--- config.mk ---
export PLATFORM = sky130hd
export DESIGN_NAME = axi_stream_strip_header_flat
export DESIGN_NICKNAME = d
export VERILOG_FILES = /design/src/rtl/axis_strip_pkg.sv /design/src/rtl/axi_stream_strip_header_if.sv /design/src/rtl/axis_strip_shift.sv /design/src/rtl/axi_stream_strip_header.sv /design/src/flat_wrapper.sv
export SDC_FILE = /design/constraint.sdc
export NUM_CORES = 1
export LEC_CHECK = 0
export CAP_MARGIN = 20
export CORE_MARGIN = 1.5
export CORE_UTILIZATION = 50
export CTS_CLUSTER_SIZE = 16
export DETAILED_ROUTE_END_ITERATION = 7
export PLACE_DENSITY = 0.82
export RECOVER_POWER = 100
export SLEW_MARGIN = 0
export SYNTH_ARGS = -nofsm -noshare
export SYNTH_HDL_FRONTEND = slang
export SYNTH_HIERARCHICAL = 1
export SYNTH_SLANG_ARGS = --single-unit
--- constraint.sdc ---
create_clock -name clk -period 5.3 [get_ports clk]
set_input_delay 0.53 -clock clk [delete_from_list [all_inputs] [get_ports clk]]
set_output_delay 0.53 -clock clk [all_outputs]
set_load 0.05 [all_outputs]
--- src/rtl/axis_strip_pkg.sv ---
// Shared state type and keep/byte-count helpers for the AXI-Stream header-strip block.
package axis_strip_pkg;

    // Helpers work on vectors of this width; callers zero-extend and slice.
    localparam int unsigned MaxBytes = 64;

    typedef enum logic [1:0] {
        StIdle,
        StFirst,
        StStream,
        StFlush
    } strip_state_e;

    function automatic int unsigned keep_to_cnt(input logic [MaxBytes-1:0] keep);
        int unsigned cnt;
        cnt = 0;
        for (int unsigned i = 0; i < MaxBytes; i++) begin
            if (keep[i]) cnt++;
        end
        return cnt;
    endfunction

    function automatic logic [MaxBytes-1:0] cnt_to_keep(input int unsigned cnt,
                                                        input int unsigned nbytes);
        logic [MaxBytes-1:0] keep;
        keep = '0;
        for (int unsigned i = 0; i < MaxBytes; i++) begin
            if (i < nbytes && i + cnt >= nbytes) keep[i] = 1'b1;
        end
        return keep;
    endfunction

endpackage

--- src/rtl/axi_stream_strip_header_if.sv ---
// Input stream, output stream and strip-count handshakes of axi_stream_strip_header.
interface axi_stream_strip_header_if #(
    parameter int unsigned DATA_WD      = 32,
    parameter int unsigned DATA_BYTE_WD = DATA_WD / 8,
    parameter int unsigned BYTE_CNT_WD  = $clog2(DATA_BYTE_WD)
);
    logic                    valid_in;
    logic [DATA_WD-1:0]      data_in;
    logic [DATA_BYTE_WD-1:0] keep_in;
    logic                    last_in;
    logic                    ready_in;
    logic                    valid_out;
    logic [DATA_WD-1:0]      data_out;
    logic [DATA_BYTE_WD-1:0] keep_out;
    logic                    last_out;
    logic                    ready_out;
    logic                    valid_strip;
    logic [BYTE_CNT_WD-1:0]  strip_cnt;
    logic                    ready_strip;

    modport slave (
        input  valid_in, data_in, keep_in, last_in, ready_out, valid_strip, strip_cnt,
        output ready_in, valid_out, data_out, keep_out, last_out, ready_strip
    );

    modport master (
        output valid_in, data_in, keep_in, last_in, ready_out, valid_strip, strip_cnt,
        input  ready_in, valid_out, data_out, keep_out, last_out, ready_strip
    );
endinterface

--- src/rtl/axis_strip_shift.sv ---
// Byte merge of the held beat with the next beat, and the left shift used for the flush beat.
module axis_strip_shift #(
    parameter int unsigned DATA_BYTE_WD = 4,
    parameter int unsigned BYTE_CNT_WD  = $clog2(DATA_BYTE_WD)
) (
    input  logic [8*DATA_BYTE_WD-1:0] i_hold,
    input  logic [8*DATA_BYTE_WD-1:0] i_data,
    input  logic [BYTE_CNT_WD-1:0]    i_strip,
    output logic [8*DATA_BYTE_WD-1:0] o_merge,
    output logic [8*DATA_BYTE_WD-1:0] o_flush
);
    int unsigned w_lsh;
    int unsigned w_rsh;

    // With a zero strip the right shift spans the full width and contributes nothing.
    always_comb begin
        w_lsh   = 8 * 32'(i_strip);
        w_rsh   = 8 * (DATA_BYTE_WD - 32'(i_strip));
        o_flush = i_hold << w_lsh;
        o_merge = o_flush | (i_data >> w_rsh);
    end
endmodule

--- src/rtl/axi_stream_strip_header.sv ---
// Drops S leading bytes per packet and re-packs the payload into full MSB-first beats.
// Optional AXIS_STRIP_KEEP_CHK_EN adds a sticky err_keep flag for malformed keep_in.
module axi_stream_strip_header
    import axis_strip_pkg::*;
#(
    parameter int unsigned DATA_WD      = 32,
    parameter int unsigned DATA_BYTE_WD = DATA_WD / 8,
    parameter int unsigned BYTE_CNT_WD  = $clog2(DATA_BYTE_WD)
) (
    input  logic                     clk,
    input  logic                     rst_n,
    axi_stream_strip_header_if.slave axis
`ifdef AXIS_STRIP_KEEP_CHK_EN
    ,
    output logic                     err_keep
`endif
);
    localparam int unsigned CntWd = BYTE_CNT_WD + 1;
    localparam logic [DATA_BYTE_WD-1:0] KeepFull = {DATA_BYTE_WD{1'b1}};

    strip_state_e            r_state;
    logic [BYTE_CNT_WD-1:0]  r_strip;
    logic [CntWd-1:0]        r_resid;
    logic [DATA_WD-1:0]      r_hold;
    logic [DATA_WD-1:0]      r_data_out;
    logic [DATA_BYTE_WD-1:0] r_keep_out;
    logic                    r_valid_out;
    logic                    r_last_out;
    logic                    r_ready_strip;

    logic [DATA_WD-1:0]      w_merge;
    logic [DATA_WD-1:0]      w_flush;
    logic [MaxBytes-1:0]     w_keep_ext;
    logic [MaxBytes-1:0]     w_tail_keep;
    logic [MaxBytes-1:0]     w_flush_keep;
    logic [DATA_BYTE_WD-1:0] w_tail_k;
    logic [DATA_BYTE_WD-1:0] w_flush_k;
    logic [DATA_WD-1:0]      w_tail_mask;
    logic [DATA_WD-1:0]      w_flush_mask;
    int unsigned             w_k;
    logic                    w_keep_le;
    logic                    w_out_free;
    logic                    w_in_fire;
    logic                    w_strip_fire;
    logic                    w_ready_strip_d;
    logic                    w_unused_keep;

    axis_strip_shift #(
        .DATA_BYTE_WD(DATA_BYTE_WD),
        .BYTE_CNT_WD (BYTE_CNT_WD)
    ) u_shift (
        .i_hold (r_hold),
        .i_data (axis.data_in),
        .i_strip(r_strip),
        .o_merge(w_merge),
        .o_flush(w_flush)
    );

    always_comb begin
        w_keep_ext   = MaxBytes'(axis.keep_in);
        w_k          = keep_to_cnt(w_keep_ext);
        w_keep_le    = w_k <= 32'(r_strip);
        w_tail_keep  = cnt_to_keep(DATA_BYTE_WD - 32'(r_strip) + w_k, DATA_BYTE_WD);
        w_flush_keep = cnt_to_keep(32'(r_resid), DATA_BYTE_WD);
        w_tail_k     = w_tail_keep[DATA_BYTE_WD-1:0];
        w_flush_k    = w_flush_keep[DATA_BYTE_WD-1:0];
        w_tail_mask  = '0;
        w_flush_mask = '0;
        for (int b = 0; b < DATA_BYTE_WD; b++) begin
            w_tail_mask[8*b +: 8]  = {8{w_tail_k[b]}};
            w_flush_mask[8*b +: 8] = {8{w_flush_k[b]}};
        end
    end

    assign w_unused_keep = ^{w_tail_keep[MaxBytes-1:DATA_BYTE_WD],
                             w_flush_keep[MaxBytes-1:DATA_BYTE_WD]};

    assign w_out_free   = !r_valid_out || axis.ready_out;
    assign axis.ready_in = (r_state == StFirst) || (r_state == StStream && w_out_free);
    assign w_in_fire    = axis.valid_in && axis.ready_in;
    assign w_strip_fire = axis.valid_strip && r_ready_strip;

    // Strip count is offered only once idle with the output register drained.
    assign w_ready_strip_d = (r_state == StIdle && !w_strip_fire && w_out_free) ||
                             (r_state == StFirst && w_in_fire && axis.last_in && w_keep_le);

    always_ff @(posedge clk or negedge rst_n) begin
        if (!rst_n) begin
            r_state       <= StIdle;
            r_strip       <= '0;
            r_resid       <= '0;
            r_hold        <= '0;
            r_data_out    <= '0;
            r_keep_out    <= '0;
            r_valid_out   <= 1'b0;
            r_last_out    <= 1'b0;
            r_ready_strip <= 1'b0;
        end else begin
            if (r_valid_out && axis.ready_out) r_valid_out <= 1'b0;
            unique case (r_state)
                StIdle: begin
                    if (w_strip_fire) begin
                        r_strip <= axis.strip_cnt;
                        r_state <= StFirst;
                    end
                end
                StFirst: begin
                    if (w_in_fire) begin
                        r_hold <= axis.data_in;
                        if (!axis.last_in) begin
                            r_state <= StStream;
                        end else if (w_keep_le) begin
                            r_state <= StIdle;
                        end else begin
                            r_resid <= CntWd'(w_k - 32'(r_strip));
                            r_state <= StFlush;
                        end
                    end
                end
                StStream: begin
                    if (w_in_fire) begin
                        r_hold      <= axis.data_in;
                        r_valid_out <= 1'b1;
                        if (axis.last_in && w_keep_le) begin
                            r_data_out <= w_merge & w_tail_mask;
                            r_keep_out <= w_tail_k;
                            r_last_out <= 1'b1;
                            r_state    <= StIdle;
                        end else begin
                            r_data_out <= w_merge;
                            r_keep_out <= KeepFull;
                            r_last_out <= 1'b0;
                            if (axis.last_in) begin
                                r_resid <= CntWd'(w_k - 32'(r_strip));
                                r_state <= StFlush;
                            end
                        end
                    end
                end
                StFlush: begin
                    if (w_out_free) begin
                        r_valid_out <= 1'b1;
                        r_data_out  <= w_flush & w_flush_mask;
                        r_keep_out  <= w_flush_k;
                        r_last_out  <= 1'b1;
                        r_state     <= StIdle;
                    end
                end
                default: r_state <= StIdle;
            endcase
            r_ready_strip <= w_ready_strip_d;
        end
    end

    assign axis.valid_out   = r_valid_out;
    assign axis.data_out    = r_data_out;
    assign axis.keep_out    = r_keep_out;
    assign axis.last_out    = r_last_out;
    assign axis.ready_strip = r_ready_strip;

`ifdef AXIS_STRIP_KEEP_CHK_EN
    logic                r_err_keep;
    logic [MaxBytes-1:0] w_contig_keep;
    logic                w_bad_keep;

    always_comb begin
        w_contig_keep = cnt_to_keep(w_k, DATA_BYTE_WD);
        w_bad_keep    = axis.last_in ? (w_k == 0 || w_keep_ext != w_contig_keep)
                                     : (axis.keep_in != KeepFull);
    end

    always_ff @(posedge clk or negedge rst_n) begin
        if (!rst_n) begin
            r_err_keep <= 1'b0;
        end else if (w_in_fire && w_bad_keep) begin
            r_err_keep <= 1'b1;
        end
    end

    assign err_keep = r_err_keep;
`endif
endmodule

--- src/flat_wrapper.sv ---
// flat-port wrapper written by rule: the top's interface ports become plain ports
module axi_stream_strip_header_flat import axis_strip_pkg::*;
#(
    parameter int unsigned DATA_WD      = 32,
    parameter int unsigned DATA_BYTE_WD = DATA_WD / 8,
    parameter int unsigned BYTE_CNT_WD  = $clog2(DATA_BYTE_WD)
)
  (clk, rst_n, axis_valid_in, axis_data_in, axis_keep_in, axis_last_in, axis_ready_out, axis_valid_strip, axis_strip_cnt, axis_ready_in, axis_valid_out, axis_data_out, axis_keep_out, axis_last_out, axis_ready_strip);
  axi_stream_strip_header_if #(.DATA_WD(DATA_WD), .DATA_BYTE_WD(DATA_BYTE_WD), .BYTE_CNT_WD(BYTE_CNT_WD)) axis_i ();
  input  logic clk;
  input  logic rst_n;
  input wire logic [$bits(axis_i.valid_in)-1:0] axis_valid_in;
  input wire logic [$bits(axis_i.data_in)-1:0] axis_data_in;
  input wire logic [$bits(axis_i.keep_in)-1:0] axis_keep_in;
  input wire logic [$bits(axis_i.last_in)-1:0] axis_last_in;
  input wire logic [$bits(axis_i.ready_out)-1:0] axis_ready_out;
  input wire logic [$bits(axis_i.valid_strip)-1:0] axis_valid_strip;
  input wire logic [$bits(axis_i.strip_cnt)-1:0] axis_strip_cnt;
  output wire logic [$bits(axis_i.ready_in)-1:0] axis_ready_in;
  output wire logic [$bits(axis_i.valid_out)-1:0] axis_valid_out;
  output wire logic [$bits(axis_i.data_out)-1:0] axis_data_out;
  output wire logic [$bits(axis_i.keep_out)-1:0] axis_keep_out;
  output wire logic [$bits(axis_i.last_out)-1:0] axis_last_out;
  output wire logic [$bits(axis_i.ready_strip)-1:0] axis_ready_strip;
  assign axis_i.valid_in = axis_valid_in;
  assign axis_i.data_in = axis_data_in;
  assign axis_i.keep_in = axis_keep_in;
  assign axis_i.last_in = axis_last_in;
  assign axis_i.ready_out = axis_ready_out;
  assign axis_i.valid_strip = axis_valid_strip;
  assign axis_i.strip_cnt = axis_strip_cnt;
  assign axis_ready_in = axis_i.ready_in;
  assign axis_valid_out = axis_i.valid_out;
  assign axis_data_out = axis_i.data_out;
  assign axis_keep_out = axis_i.keep_out;
  assign axis_last_out = axis_i.last_out;
  assign axis_ready_strip = axis_i.ready_strip;
  axi_stream_strip_header #(.DATA_WD(DATA_WD), .DATA_BYTE_WD(DATA_BYTE_WD), .BYTE_CNT_WD(BYTE_CNT_WD)) u_core (.clk(clk), .rst_n(rst_n), .axis(axis_i));
endmodule
After elaboration in Yosys (flattened, before gate mapping)
Index checks and enable logic that the tools add are counted.

word-level totals
  flip-flop bits (word level) = 78
  input bits = 44
  output and inout port bits = 40
  logic and storage cells = 115

cells by class
  add/subtract/negate cells = 12
  magnitude comparators = 9
  equal/unequal tests = 12
  shifts and indexed selects = 2
  muxes and demuxes = 44
  bitwise operators = 3
  reduce and logical (&&, ||, !) cells = 24

operators with widths
  cell                                                                                   count
  32-bit by 3-bit greater-or-equal comparator with 1-bit output (second input constant)  7
  32-bit 2-to-1 mux                                                                      6
  2-bit by 32-bit adder with 32-bit output (first input constant)                        2
  32-bit by 1-bit adder with 32-bit output (second input constant)                       2
  32-bit bitwise AND                                                                     2
  32-bit one-hot mux with 2 select lines                                                 1
  1-bit by 32-bit adder with 32-bit output (first input constant)                        1
  32-bit adder                                                                           1
  32-bit by 2-bit <= comparator with 1-bit output                                        1
  32-bit bitwise OR                                                                      1
  32-bit by 5-bit left shift with 32-bit output                                          1
  32-bit by 32-bit right shift with 32-bit output                                        1
  3-bit 2-to-1 mux                                                                       6
  2-bit 2-to-1 mux                                                                       8
  1-bit 2-to-1 mux                                                                       15
  4-bit 2-to-1 mux                                                                       3
  1-bit logical AND                                                                      10
  2-bit by 3-bit adder with 4-bit output (first input constant)                          2
  2-bit by 1-bit inequality test with 1-bit output (second input constant)               4
  2-bit inequality test (second input constant)                                          4
  2-bit one-hot mux with 4 select lines                                                  1
  4-bit one-hot mux with 2 select lines                                                  1
  7-bit AND reduction                                                                    1
  3-bit one-hot mux with 2 select lines                                                  1
  other kinds (17)                                                                       24

Logic depth before layout (Yosys ltp)
  word-level depth = 15
  depth in mapped cells = 15
  depth with buffers taken out = 15

Cells and area by module
The synthesis kept the hierarchy.

by module, submodules not included
  module                   instances  cells an instance  area an instance (um^2)  seq. area each (um^2)
  axi_stream_strip_header  1          396                4124.0                   1951.9
  axis_strip_shift         1          171                1370.1                   0.0

Worst setup path after synthesis
No wires, ideal clock.

  path kind = input to register
  start point = input port axis_keep_in[0]
  end point = register u_core.r_data_out[24], in the netlist u_core/axis.data_out[24]
  library setup time = 0.130 ns
  arrival time = 3.508 ns
  required time = 5.170 ns
  path slack = 1.662 ns
  cell stages on the path = 13
  path buffers = 0
  cells stage by stage = inv_1 -> ha_1 -> xor2_1 -> ha_1 -> mux2_2 -> inv_1 -> fa_1 -> xnor2_1 -> ha_1 -> nor2_1 -> a2111oi_4 -> o22a_1 -> o21ai_0

on the way
  cells in the longest elaborated chain, start to end = 15
  elaborated cells on any way between the ends = 17
  those cells by class = add/sub (5); order compare (2); mux (8); bitwise (1); reduce/logical (1)

RTL lines
  item                                                           line                            source
  from (decl)                                                    flat_wrapper.sv:14              input wire logic [$bits(axis_i.keep_in)-1:0] axis_keep_in;
  1-bit 2-to-1 mux *                                             axis_strip_pkg.sv:18            if (keep[i]) cnt++;
  1-bit by 1-bit adder with 2-bit output                         axis_strip_pkg.sv:18
  32-bit 2-to-1 mux *                                            axis_strip_pkg.sv:18
  32-bit by 1-bit adder with 32-bit output                       axis_strip_pkg.sv:18
  32-bit 2-to-1 mux *                                            axis_strip_pkg.sv:18
  32-bit by 1-bit adder with 32-bit output                       axis_strip_pkg.sv:18
  32-bit 2-to-1 mux *                                            axis_strip_pkg.sv:18
  32-bit adder                                                   axi_stream_strip_header.sv:63   w_tail_keep = cnt_to_keep(DATA_BYTE_WD - 32'(r_strip) + w_k, DATA_BYTE_WD);
  2-bit by 32-bit adder with 32-bit output                       axis_strip_pkg.sv:28            if (i < nbytes && i + cnt >= nbytes) keep[i] = 1'b1;
  32-bit by 3-bit greater-or-equal comparator with 1-bit output  axis_strip_pkg.sv:28
  1-bit 2-to-1 mux                                               axis_strip_pkg.sv:28
  32-bit bitwise AND                                             axi_stream_strip_header.sv:125  r_data_out <= w_merge & w_tail_mask;
  32-bit 2-to-1 mux *                                            axi_stream_strip_header.sv:124  if (axis.last_in && w_keep_le) begin
  32-bit 2-to-1 mux *                                            axi_stream_strip_header.sv:121  if (w_in_fire) begin
  32-bit one-hot mux with 2 select lines *                       axi_stream_strip_header.sv:100  unique case (r_state)
  to (signal assigned)                                           axi_stream_strip_header.sv:125
  to (signal assigned)                                           axi_stream_strip_header.sv:130  r_data_out <= w_merge;
  to (signal assigned)                                           axi_stream_strip_header.sv:143  r_data_out <= w_flush & w_flush_mask;
  to (decl)                                                      axi_stream_strip_header.sv:25   logic [DATA_WD-1:0] r_data_out;

Mark *: on every way between the ends. The rest lies on a longest branch, timed or not. The select of a mux whose other input is x is not followed.
A chain may end at the register's enable or synchronous reset.

Final worst setup path
  start point = input port axis_keep_in[1]
  end point = register u_core.r_data_out[24], in the netlist u_core/axis.data_out[24]

on the way
  cells in the longest elaborated chain, start to end = 13
  elaborated cells on any way between the ends = 15
  those cells by class = add/sub (4); order compare (2); mux (7); bitwise (1); reduce/logical (1)

RTL lines
  item                                                           line
  32-bit 2-to-1 mux *                                            axis_strip_pkg.sv:18
  32-bit by 1-bit adder with 32-bit output                       axis_strip_pkg.sv:18
  32-bit 2-to-1 mux *                                            axis_strip_pkg.sv:18
  32-bit by 1-bit adder with 32-bit output                       axis_strip_pkg.sv:18
  32-bit 2-to-1 mux *                                            axis_strip_pkg.sv:18
  32-bit adder                                                   axi_stream_strip_header.sv:63
  2-bit by 32-bit adder with 32-bit output                       axis_strip_pkg.sv:28
  32-bit by 3-bit greater-or-equal comparator with 1-bit output  axis_strip_pkg.sv:28
  1-bit 2-to-1 mux                                               axis_strip_pkg.sv:28
  32-bit bitwise AND                                             axi_stream_strip_header.sv:125
  32-bit 2-to-1 mux *                                            axi_stream_strip_header.sv:124
  32-bit 2-to-1 mux *                                            axi_stream_strip_header.sv:121
  32-bit one-hot mux with 2 select lines *                       axi_stream_strip_header.sv:100

Marked as above.

==> metrics.txt <==
outcome=finished with violations; failing checks=max-capacitance violations, max-slew violations; Unique masters post-synth=63; 1st-pass router iterations=5; Final GP Congestion=0.946; Synth-to-Final Area Change=19.5%; setup tns final=0 ps; count of input and output buffers=83; worst endpoint data arrival time=~4700 ps; worst-margin pin slew=1910 ps; drc violations=0; grt ovf=0; CTS Hold Bufs=0; Final Hold Viols=0; largest net degree at the start of global routing=between 70 and 80; die width=108 µm; DR vias=4838; #FFs+latches synth=between 70 and 80; PostCTS Resize Cnt=0; Clock Sinks=78; ANT nets after route=0; Max Root-Sink Buffers=2; Final Net Count=695; CP endpoint kind=register; Synth Cell Area=roughly 5500 µm²; top cells by area, synth=dfrtp_1 (36%), mux2_2 (9.0%), mux2i_1 (7.8%); Post-CTS Setup Bufs=0; clk_skew=12.7 ps; Synth Instances=approximately 570; CTS root buf=clkbuf_8; WL/cell=19.6 µm; clock slew seen by the registers of the worst setup and hold paths=roughly 80 ps; Via density=6.24; syn nets=631; first-pass GRT wire length=about 24000 µm; Core Footprint=10800 µm²; share of post-route cells with drive strength above 1=13.4%; worst hold path class=in2async; drt total wl=roughly 15000 µm; CP Launch Type=input port; Max Cap Viol=1; Fmax=between 0.2 and 0.25 GHz; via count of the first global-routing pass=4659; Finish-stage setup viols=0; CTS Buf Count=9; global-route usage over all layers=26.8%; synth warn=6; Rel. slew slack=-27.4%; initial antenna violation count=0; die area=11600 µm²; WHS=374 ps; Starting Density=50.9%; number of synthesized flops with an enable pin=0; critical setup path kind=in2reg; DRT iter0 DRCs=about 460; ys flop type=dfrtp_1; commonest non-fill, non-tap cell in the layout=dfrtp_1; ys async rst share=100%; Slew Viols, Final=33; Post-DP Area=roughly 6300 µm²; final instance area=6560 µm²; post-DP HPWL=between 10000 and 15000 µm; depth of the CTS H-tree=3; Synth top area share=35.5%; FP Rows=38; Tcrit/Tclk final=83.8%; Avg Inst Size Synth=a little under 10 µm²; Tmin final=4440 ps; clock latency on the worst-skew pair=360 ps; io pins=84; RSZ-0062 raised after global routing=no; die height=roughly 110 µm; most frequent cells in the layout=dfrtp_1 (77), nor2_1 (49), mux2i_1 (43); leading area contributor after synthesis=dfrtp_1; post-synthesis sequential area ratio=35.5%; TritonCTS clock tree=yes; Critical Path RT=5520 ps; crit-path max FO=9; Antenna diodes=0
## cell type report
class / instances / area, µm²
inverter: 20 / 75.1
fill: 924 / 4230
multi-input combinational: 432 / 3230
clock inverter: 4 / 95.1
clock buffer: 11 / 141
timing repair buffer: 90 / 893
sequential: 78 / 1950
tap: 140 / 175
## state kept, by name, summed over array words and instances, names as in the netlist
register and cells:
u_core/axis.keep_out 4, u_core/r_state 2, u_core/r_hold 32, u_core/r_strip 2, u_core/axis.ready_strip 1, u_core/axis.valid_out 1
u_core/r_resid 3, u_core/axis.last_out 1, u_core/axis.data_out 32
## synthesized netlist by cell type, drive strengths merged (2+ instances only)
cell type	number
a211oi	2
a21o	10
a21oi	32
a221o	8
a22oi	9
a2bb2oi	8
a311o	8
a31oi	10
a41oi	2
and2	16
buf	17
clkbuf	20
dfrtp	78
fa	2
ha	18
inv	20
mux2	52
mux2i	43
nand2	27
nand2b	4
nand3	20
nor2	50
nor2b	2
nor3	13
o211ai	11
o21ai	37
o221ai	8
o22a	8
o22ai	9
or2	4
xor2	3
## worst paths after layout
kind / from / end / slack (ps) / cells after the start
min in group clk: u_core/axis.last_out / u_core/axis.last_out / 480 / 2
min: rst_n / u_core/axis.data_out[17] / 370 / 1
min reg2reg: u_core/axis.last_out / u_core/axis.last_out / 480 / 2
max: axis_keep_in[1] / u_core/axis.data_out[24] / 860 / 14
max in group asynchronous: rst_n / u_core/r_strip[0] / 4020 / 2
max reg2reg: u_core/r_strip[0] / u_core/axis.data_out[0] / 1730 / 7
## cells by family (layout without fill, tap and decap cells)
| group | Yosys count | in the layout | share of synthesized area, % |
|---|---|---|---|
| adder cells (fa/ha/maj) | 20 | 20 | 4.83 |
| AND/OR/NAND/NOR | 139 | 139 | 12.0 |
| AO/OA/AOI/OAI | 174 | 174 | 22.4 |
| buffers and inverters | 57 | 125 | 5.40 |
| XOR/XNOR | 4 | 4 | 0.774 |
| flip-flops | 78 | 78 | 35.5 |
| multiplexers | 95 | 95 | 19.0 |
## per-stage QoR
stage	instances	setup slack [ps]	utilization, %
4_1_cts	774	1070	60.8
6_report	775	857	60.8
3_3_place_gp	759	884	58.6
5_1_grt	775	537	60.8
2_1_floorplan	567	1660	-
3_5_place_dp	759	697	58.6
## metal layers
layer / share of wire (%) / global-route usage, % / up-vias
met2: 47 / 42.2 / 205
met3: 8.4 / 6.17 / 32
met1: 42 / 35.0 / 2353
li1: - / - / 2248
met5: 0 / 0 / -
met4: 2.6 / 12.2 / 0
## worst max-delay path, stage by stage
cell and delay (ps):
dlygate4sd3_1 550, inv_1 50, ha_1 310, xor2_1 240, ha_1 200, nand2_2 60, xor2_1 470, ha_1 360
xnor2_1 460, ha_1 370, nor2_1 120, a2111oi_4 670, o22a_1 200, o21ai_0 70
Power is left out: the tool's default activity adds up to more than one toggle a clock period on the data nets, which glitch-free logic cannot reach.
